--- src/rtl/core_pkg.sv ---
// core_pkg: integer register file constants and address type shared by the core.
package core_pkg;
   localparam int XLEN       = 32;
   localparam int REG_ADDR_W = 5;
   localparam int NUM_REGS   = 32;

   typedef logic [REG_ADDR_W-1:0] reg_addr_t;

   // One-hot register mask; x0 never appears in any mask.
   function automatic logic [NUM_REGS-1:0] reg_mask(input reg_addr_t a, input logic en);
      return (en && a != '0) ? (NUM_REGS'(1) << a) : '0;
   endfunction
endpackage

--- src/rtl/wb_scoreboard.sv ---
// wb_scoreboard: register-file write port owner; merges ALU and long-unit results
// and stalls issue on hazards against outstanding long-latency writes.
module wb_scoreboard
   import core_pkg::*;
#(
   parameter int XLEN        = core_pkg::XLEN,
   parameter int MAX_PENDING = 4,
   localparam int CW         = $clog2(MAX_PENDING + 1)
) (
   input  logic            clk,
   input  logic            rst_n,
   input  logic            issue_valid,
   input  logic            issue_long,
   input  reg_addr_t       issue_rd,
   input  reg_addr_t       issue_rs1,
   input  reg_addr_t       issue_rs2,
   output logic            issue_stall,
   input  logic            alu_valid,
   input  reg_addr_t       alu_rd,
   input  logic [XLEN-1:0] alu_data,
   input  logic            long_valid,
   output logic            long_ready,
   input  reg_addr_t       long_rd,
   input  logic [XLEN-1:0] long_data,
   output logic            reg_write,
   output reg_addr_t       write_addr,
   output logic [XLEN-1:0] write_data,
   output logic [CW-1:0]   pend_cnt,
   output logic            sb_err
);
   localparam logic [CW-1:0] MAXC = CW'(MAX_PENDING);

   logic [NUM_REGS-1:0] r_pending;
   logic [CW-1:0]       r_pend_cnt;
   logic                r_reg_write;
   reg_addr_t           r_write_addr;
   logic [XLEN-1:0]     r_write_data;
   logic                r_sb_err;

   logic                w_hazard;
   logic                w_full;
   logic                w_set;
   logic                w_xfer;
   logic                w_clr;
   logic                w_inc;
   logic                w_dec;
   logic [NUM_REGS-1:0] w_set_mask;
   logic [NUM_REGS-1:0] w_clr_mask;

   // Hazards are judged against the pending set as registered, before this cycle's updates.
   assign w_hazard    = r_pending[issue_rs1] | r_pending[issue_rs2] | r_pending[issue_rd];
   assign w_full      = r_pend_cnt >= MAXC;
   assign issue_stall = issue_valid & (w_hazard | (issue_long & (issue_rd != '0) & w_full));
   assign w_set       = issue_valid & ~issue_stall & issue_long;

   // ALU results cannot wait, so the long unit only gets the port when the ALU is idle.
   assign long_ready  = ~alu_valid;
   assign w_xfer      = long_valid & long_ready;
   assign w_clr       = w_xfer & r_pending[long_rd];

   assign w_set_mask  = reg_mask(issue_rd, w_set);
   assign w_clr_mask  = reg_mask(long_rd, w_clr);
   assign w_inc       = (w_set_mask != '0) & (r_pend_cnt != MAXC);
   assign w_dec       = w_clr & (r_pend_cnt != '0);

   always_ff @(posedge clk or negedge rst_n) begin
      if (!rst_n) begin
         r_pending    <= '0;
         r_pend_cnt   <= '0;
         r_reg_write  <= 1'b0;
         r_write_addr <= '0;
         r_write_data <= '0;
         r_sb_err     <= 1'b0;
      end else begin
         r_pending    <= (r_pending | w_set_mask) & ~w_clr_mask & ~NUM_REGS'(1);
         r_pend_cnt   <= r_pend_cnt + CW'(w_inc) - CW'(w_dec);
         r_sb_err     <= r_sb_err | (w_xfer & ~w_clr);
         if (alu_valid) begin
            r_reg_write  <= alu_rd != '0;
            r_write_addr <= alu_rd;
            r_write_data <= alu_data;
         end else if (w_xfer) begin
            r_reg_write  <= long_rd != '0;
            r_write_addr <= long_rd;
            r_write_data <= long_data;
         end else begin
            r_reg_write  <= 1'b0;
         end
      end
   end

   assign reg_write  = r_reg_write;
   assign write_addr = r_write_addr;
   assign write_data = r_write_data;
   assign pend_cnt   = r_pend_cnt;
   assign sb_err     = r_sb_err;
endmodule
--- config.mk ---
export PLATFORM = sky130hd
export DESIGN_NAME = wb_scoreboard
export DESIGN_NICKNAME = d
export VERILOG_FILES = /design/src/rtl/core_pkg.sv /design/src/rtl/wb_scoreboard.sv
export SDC_FILE = /design/constraint.sdc
export NUM_CORES = 1
export LEC_CHECK = 0
export CAP_MARGIN = 20
export CORE_MARGIN = 1.5
export CORE_UTILIZATION = 44
export DETAILED_ROUTE_END_ITERATION = 10
export GPL_TIMING_DRIVEN = 0
export HOLD_SLACK_MARGIN = 0.05
export PLACE_DENSITY_LB_ADDON = 0.1
export SLEW_MARGIN = 15
export SYNTH_ARGS = -nofsm -noshare
export SYNTH_HDL_FRONTEND = slang
export SYNTH_SLANG_ARGS = --single-unit
--- constraint.sdc ---
create_clock -name clk -period 4 [get_ports clk]
set_input_delay 1.2 -clock clk [delete_from_list [all_inputs] [get_ports clk]]
set_output_delay 1.2 -clock clk [all_outputs]
set_load 0.005 [all_outputs]
Word-level counts from Yosys, hierarchy flattened:

Cells that the tools add are included.

* output and inout port bits: 44
* bits in registers: 73
* bits of input ports: 95
* logic and storage cells: 60

* mux-type cells: 16
* eq/ne operators: 1
* bitwise logic cells: 20
* add/subtract/negate cells: 2
* reductions and logical operators: 8
* magnitude comparators: 5
* shift operators: 2

Operators by type and width (count)
* $mux W32: 4
* $shl A1 B5 Y32 const A: 2
* $and A32 B32 Y32: 1
* $not A32 Y32: 1
* $or A32 B32 Y32: 1
* $reduce_bool A32 Y1: 1
* $lt A5 B6 Y1 const B: 4
* $bmux W1 S5: 4
* $reduce_bool A5 Y1: 3
* $and A1 B1 Y1: 10
* $mux W5: 2
* $mux W1: 6
* $or A1 B1 Y1: 4
* $add A3 B1 Y3: 1
* $ge A3 B3 Y1 const B: 1
* $ne A3 B3 Y1 const B: 1
* $not A1 Y1: 3
* $reduce_bool A3 Y1: 1
* $sub A3 B1 Y3: 1
* $logic_and A1 B1 Y1: 2
* $reduce_bool A2 Y1: 1

Depth between registers and ports, before layout:

* depth after elaboration: 15
* depth in mapped cells: 14
* depth with buffers taken out: 12

Least setup slack after synthesis:

No wires, ideal clock.

* path type: input to register
* from: input port issue_rd[1]
* to: register r_pend_cnt[2], in the netlist pend_cnt[2]
* buffers on the path: 1
* required time: 3877 ps
* data arrival time: 4097 ps
* setup time: 123 ps
* slack: -220 ps
* stages on the path: 13
* cells stage by stage: buf_4 -> or4_4 -> o211ai_2 -> o311ai_1 -> nor4_2 -> nand3_2 -> or3_1 -> ha_1 -> inv_1 -> ha_1 -> fa_1 -> xnor2_1 -> xnor2_1

* longest elaborated chain between the ends: 14
* elaborated cells on any way between the ends: 18
* classes of those cells: add/sub: 2; shift: 1; mux: 3; bitwise: 9; reduce/logical: 3

Ends and longest elaborated chain
* start, declared: line wb_scoreboard.sv:14 `input reg_addr_t issue_rd,`
* $bmux W1 S5 or $reduce_bool A5 Y1 (tied branches): line wb_scoreboard.sv:51, core_pkg.sv:11, wb_scoreboard.sv:53
* $mux W1 (implied by the code) or $and A1 B1 Y1 (tied branches): line wb_scoreboard.sv:51, wb_scoreboard.sv:53
* $or A1 B1 Y1 or $and A1 B1 Y1 (tied branches): line wb_scoreboard.sv:51, wb_scoreboard.sv:53
* $or A1 B1 Y1: line wb_scoreboard.sv:53 `assign issue_stall = issue_valid & (w_hazard | (issue_long & (issue_rd != '0) & w_full));`
* $and A1 B1 Y1: line wb_scoreboard.sv:53
* $not A1 Y1: line wb_scoreboard.sv:54 `assign w_set = issue_valid & ~issue_stall & issue_long;`
* $and A1 B1 Y1 (2 in series): line wb_scoreboard.sv:54
* $logic_and A1 B1 Y1: line core_pkg.sv:11 `return (en && a != '0) ? (NUM_REGS'(1) << a) : '0;`
* $mux W32 *: line core_pkg.sv:11
* $reduce_bool A32 Y1 *: line wb_scoreboard.sv:63 `assign w_inc = (w_set_mask != '0) & (r_pend_cnt != MAXC);`
* $and A1 B1 Y1 *: line wb_scoreboard.sv:63
* $add A3 B1 Y3 *: line wb_scoreboard.sv:76 `r_pend_cnt <= r_pend_cnt + CW'(w_inc) - CW'(w_dec);`
* $sub A3 B1 Y3 *: line wb_scoreboard.sv:76
* end signal, assigned: line wb_scoreboard.sv:76
* end, declared: line wb_scoreboard.sv:34 `logic [CW-1:0] r_pend_cnt;`

Mark *: on every way between the ends. The rest lies on a longest branch, timed or not. The select of a mux whose other input is x is not followed.
A chain may end at the register's enable or synchronous reset.

Worst setup path after layout:

* from: input port issue_rs2[0]
* to: output port issue_stall

* longest elaborated chain between the ends: 6

Ends and longest elaborated chain
* start, declared: line wb_scoreboard.sv:16 `input reg_addr_t issue_rs2,`
* $bmux W1 S5: line wb_scoreboard.sv:51 `assign w_hazard = r_pending[issue_rs1] | r_pending[issue_rs2] | r_pending[issue_rd];`
* $mux W1 (implied by the code): line wb_scoreboard.sv:51
* $or A1 B1 Y1 (2 in series): line wb_scoreboard.sv:51
* $or A1 B1 Y1: line wb_scoreboard.sv:53
* $and A1 B1 Y1: line wb_scoreboard.sv:53
* end, declared: line wb_scoreboard.sv:17 `output logic issue_stall,`

Every way passes these cells. The select of a mux whose other input is x is not followed.

==> impl_metrics.json <==
{
  "h-tree-depth": 3,
  "synth-seq-area-share_pct": 37.3,
  "fin_tns_setup_ns": -0.0108,
  "clock_skew_ns": 0.00943,
  "area_growth_syn_to_layout_pct": 38.7,
  "die_x_um": 108,
  "placement.cell_area_um2": 6420,
  "post_drt_wl_per_cell_um": 20.8,
  "globalRoute.totalOverflow": 0,
  "first_global_vias": 4922,
  "clock_tree.buffer_depth": 2,
  "worstPathArrival_ns": 2.81,
  "setup_viol": 1,
  "rsz0062_at_grt": "yes",
  "cp_max_fo": 2,
  "drive_above_1_share_pct": 14.9,
  "grt_start_max_net_pins": 40,
  "ir_drop_uv": 196,
  "n_antenna_cell": 0,
  "final_cell_count_no_fill": 826,
  "fillers": 978,
  "detailedPlace.worstSlack_ns": -1.17,
  "synth-edff-count": 0,
  "main_combinational_cell_family_by_area_after_synthesis": "multiplexers",
  "finalPower_mw": 2.14,
  "max_slew.worst_pin.slew_ns": 0.779,
  "grt_first_pass_wirelength_mm": 26.4,
  "muxShareOfSynthArea_pct": 21.8,
  "final_period_minus_worst_setup_slack_ns": 4.01,
  "power.combinational.fraction_pct": 33.3,
  "powerDensity_nw_per_um2": 316,
  "via_count": 4920,
  "synthesis.area_um2": 4890,
  "setup_slack_ns": -0.0108,
  "detailedPlacementHpwl_mm": 12.7,
  "groute.usage.overall_pct": 29.9,
  "yosys.area_share.simple_pct": 18.5,
  "globalplace.congestion": 0.940,
  "design.final.nets": 781,
  "ant_nets": 0,
  "synthesis.nets": 628,
  "remaining_max_slew_budget_at_the_tightest_pin_pct": 48.1,
  "drt_wl_total_mm": 17.2,
  "violations": "setup timing",
  "synth-async-reset-ratio_pct": 100,
  "finalMaxSlewViolations": 0,
  "synth-xor-area-share_pct": 0.358,
  "worst_setup_path_category": "in -> out",
  "post-route-cell-area_um2": 6790,
  "die-area_um2": 11800,
  "portBuffers": 131,
  "postSynthRegisterBits": 73,
  "synth-adder-area-share_pct": 0.920,
  "total_switching_power_mw": 0.711,
  "clockPowerShare_pct": 23.2,
  "numClockSinks": 73,
  "drt_iter0_drc": 473,
  "finalCritPeriodShare_pct": 100,
  "endpoint_kind": "output port",
  "initial_antenna_violation_count": 0,
  "run_status": "finished, violations left",
  "synthesis.area_per_instance_um2": 9.23,
  "final-hold-violation-count": 0,
  "hold_path.class": "reg -> reg",
  "clk_latency_ns": 0.36,
  "synthesis.instances": 530,
  "start_util_pct": 45.1,
  "static-leakage-power_nw": 2.82,
  "dp.cells": 802,
  "post_cts_hold_buffer_count": 0,
  "detail_route.vias_per_cell": 5.96,
  "yosys_most_used_dff": "dfrtp_1",
  "whs_ns": 0.460,
  "synth.lib_cells_used.distinct": 53,
  "final_core_utilization_pct": 62.6,
  "i_o_pins": 139,
  "maxCapViolations": 0,
  "detail_route.drc_violations": 0,
  "timing.critical_path.from_type": "input port",
  "power.switching_fraction_pct": 33.2,
  "firstDrtPassIters": 6,
  "worst_setup_hold_path_clk_slew_ns": 0.08,
  "ctsRootBufferMaster": "clkbuf_8",
  "floorplan.die.height_um": 108,
  "core.rowCount": 38,
  "cts_tree": "yes",
  "seqPwrFrac_pct": 43.5,
  "maxClockFrequency_ghz": 0.249,
  "area_fraction_in_compound_gates_after_synthesis_pct": 14.7,
  "floorplan.core_area_um2": 10800,
  "tritoncts.num_buffers": 9,
  "yosysWarnings": 0,
  "cp_data_required_time_ns": 2.80,
  "cellInternalPower_mw": 1.43
}
-- power groups by stage --
stage | combinational, mW | sequential (mW) | clock, mW
2_1_floorplan | 0.356 | 0.903 | 0
4_1_cts | 0.701 | 0.927 | 0.507
6_report | 0.714 | 0.933 | 0.496
3_3_place_gp | 0.660 | 0.939 | 0
3_5_place_dp | 0.674 | 0.939 | 0
5_1_grt | 0.768 | 0.941 | 0.534
-- cell usage after synthesis (6+ instances only) --
cell / count / area (um^2)
a21oi_1: 20 / 100
a31oi_1: 6 / 37.5
buf_2: 10 / 50.1
clkbuf_1: 22 / 82.6
dfrtp_1: 73 / 1830
inv_1: 24 / 90.1
mux2_2: 8 / 90.1
mux2i_1: 57 / 571
mux4_2: 18 / 405
nand2_1: 60 / 225
nand2b_1: 6 / 37.5
nand3_1: 12 / 60.1
nand4_1: 20 / 125
nor2_1: 36 / 135
nor2b_1: 11 / 68.8
nor3_1: 13 / 65.1
nor4_1: 6 / 37.5
o21ai_0: 54 / 270
o21ai_1: 10 / 50.1
-- timing repair --
item                                    CTS  global route
resized for setup                        53            22
pin swaps                                 9             9
endpoints found under the setup margin    4             3
setup buffers                             6             4
-- critical path, stage by stage --
cell             delay [ns]
clkdlybuf4s15_2        0.21
mux4_2                 0.53
a2111oi_4              0.35
nor4_2                 0.08
buf_4                  0.15
nand3_4                0.06
and2_4                 0.14
buf_6                  0.08
-- kinds of logic (layout without fill, tap and decap cells) --
family,after synthesis,after routing
adders and majority gates,3,3
xor gates and xnor gates,2,2
buffers and inverters,67,223
DFF,73,73
muxes,83,83
and+or+nand+nor,184,184
AOI/OAI and AO/OA,118,118
-- state kept, by name, indices dropped and copies added (netlist names) --
name        flops
reg_write       1
sb_err          1
r_pending      31
write_addr      5
pend_cnt        3
write_data     32
-- layout make-up --
class                           count  area [um^2]  area share (%)
Buffer                             43          273            4.02
Inverter                           24         90.1            1.33
Timing Repair Buffer              142         1390            20.5
Multi-Input combinational cell    390         2880            42.5
Tap cell                          140          175            2.58
Clock buffer                       11          131            1.94
Sequential cell                    73         1830            26.9
Clock inverter                      3         20.0           0.295
-- cells in the final DEF, fill, tap and decap left out, types with 11 or more instances in the layout --
master / n
mux2i_1: 57
nand4_1: 20
nor2_1: 36
nand2_1: 60
a21oi_1: 20
buf_4: 13
inv_1: 24
o21ai_1: 11
nor3_1: 13
clkbuf_1: 20
clkdlybuf4s50_1: 118
o21ai_0: 53
mux4_2: 18
dfrtp_1: 73
-- path summary, 6_finish.rpt --
path                       depth (start not counted)             end  slack (ns)           from
setup / recovery                                   8     issue_stall       -0.01   issue_rs2[0]
hold / removal                                     1          sb_err        0.46         sb_err
setup reg to reg                                  14     pend_cnt[2]        0.54  r_pending[14]
hold reg to reg                                    1          sb_err        0.46         sb_err
max in group asynchronous                          2   r_pending[24]        2.63          rst_n
min in group asynchronous                          1  write_data[19]        0.79          rst_n
-- layer usage --
| metal | share of wire, % | vias to the layer above | routed length, um | track usage (%) |
|---|---|---|---|---|
| li1 | - | 2243 | - | - |
| met5 | 0 | - | 0 | 0 |
| met2 | 46 | 269 | 7880 | 45.3 |
| met3 | 11 | 29 | 1930 | 9.89 |
| met4 | 2.3 | 0 | 387 | 10.5 |
| met1 | 41 | 2379 | 6950 | 40.0 |
Power figures use the tool's default switching activity.
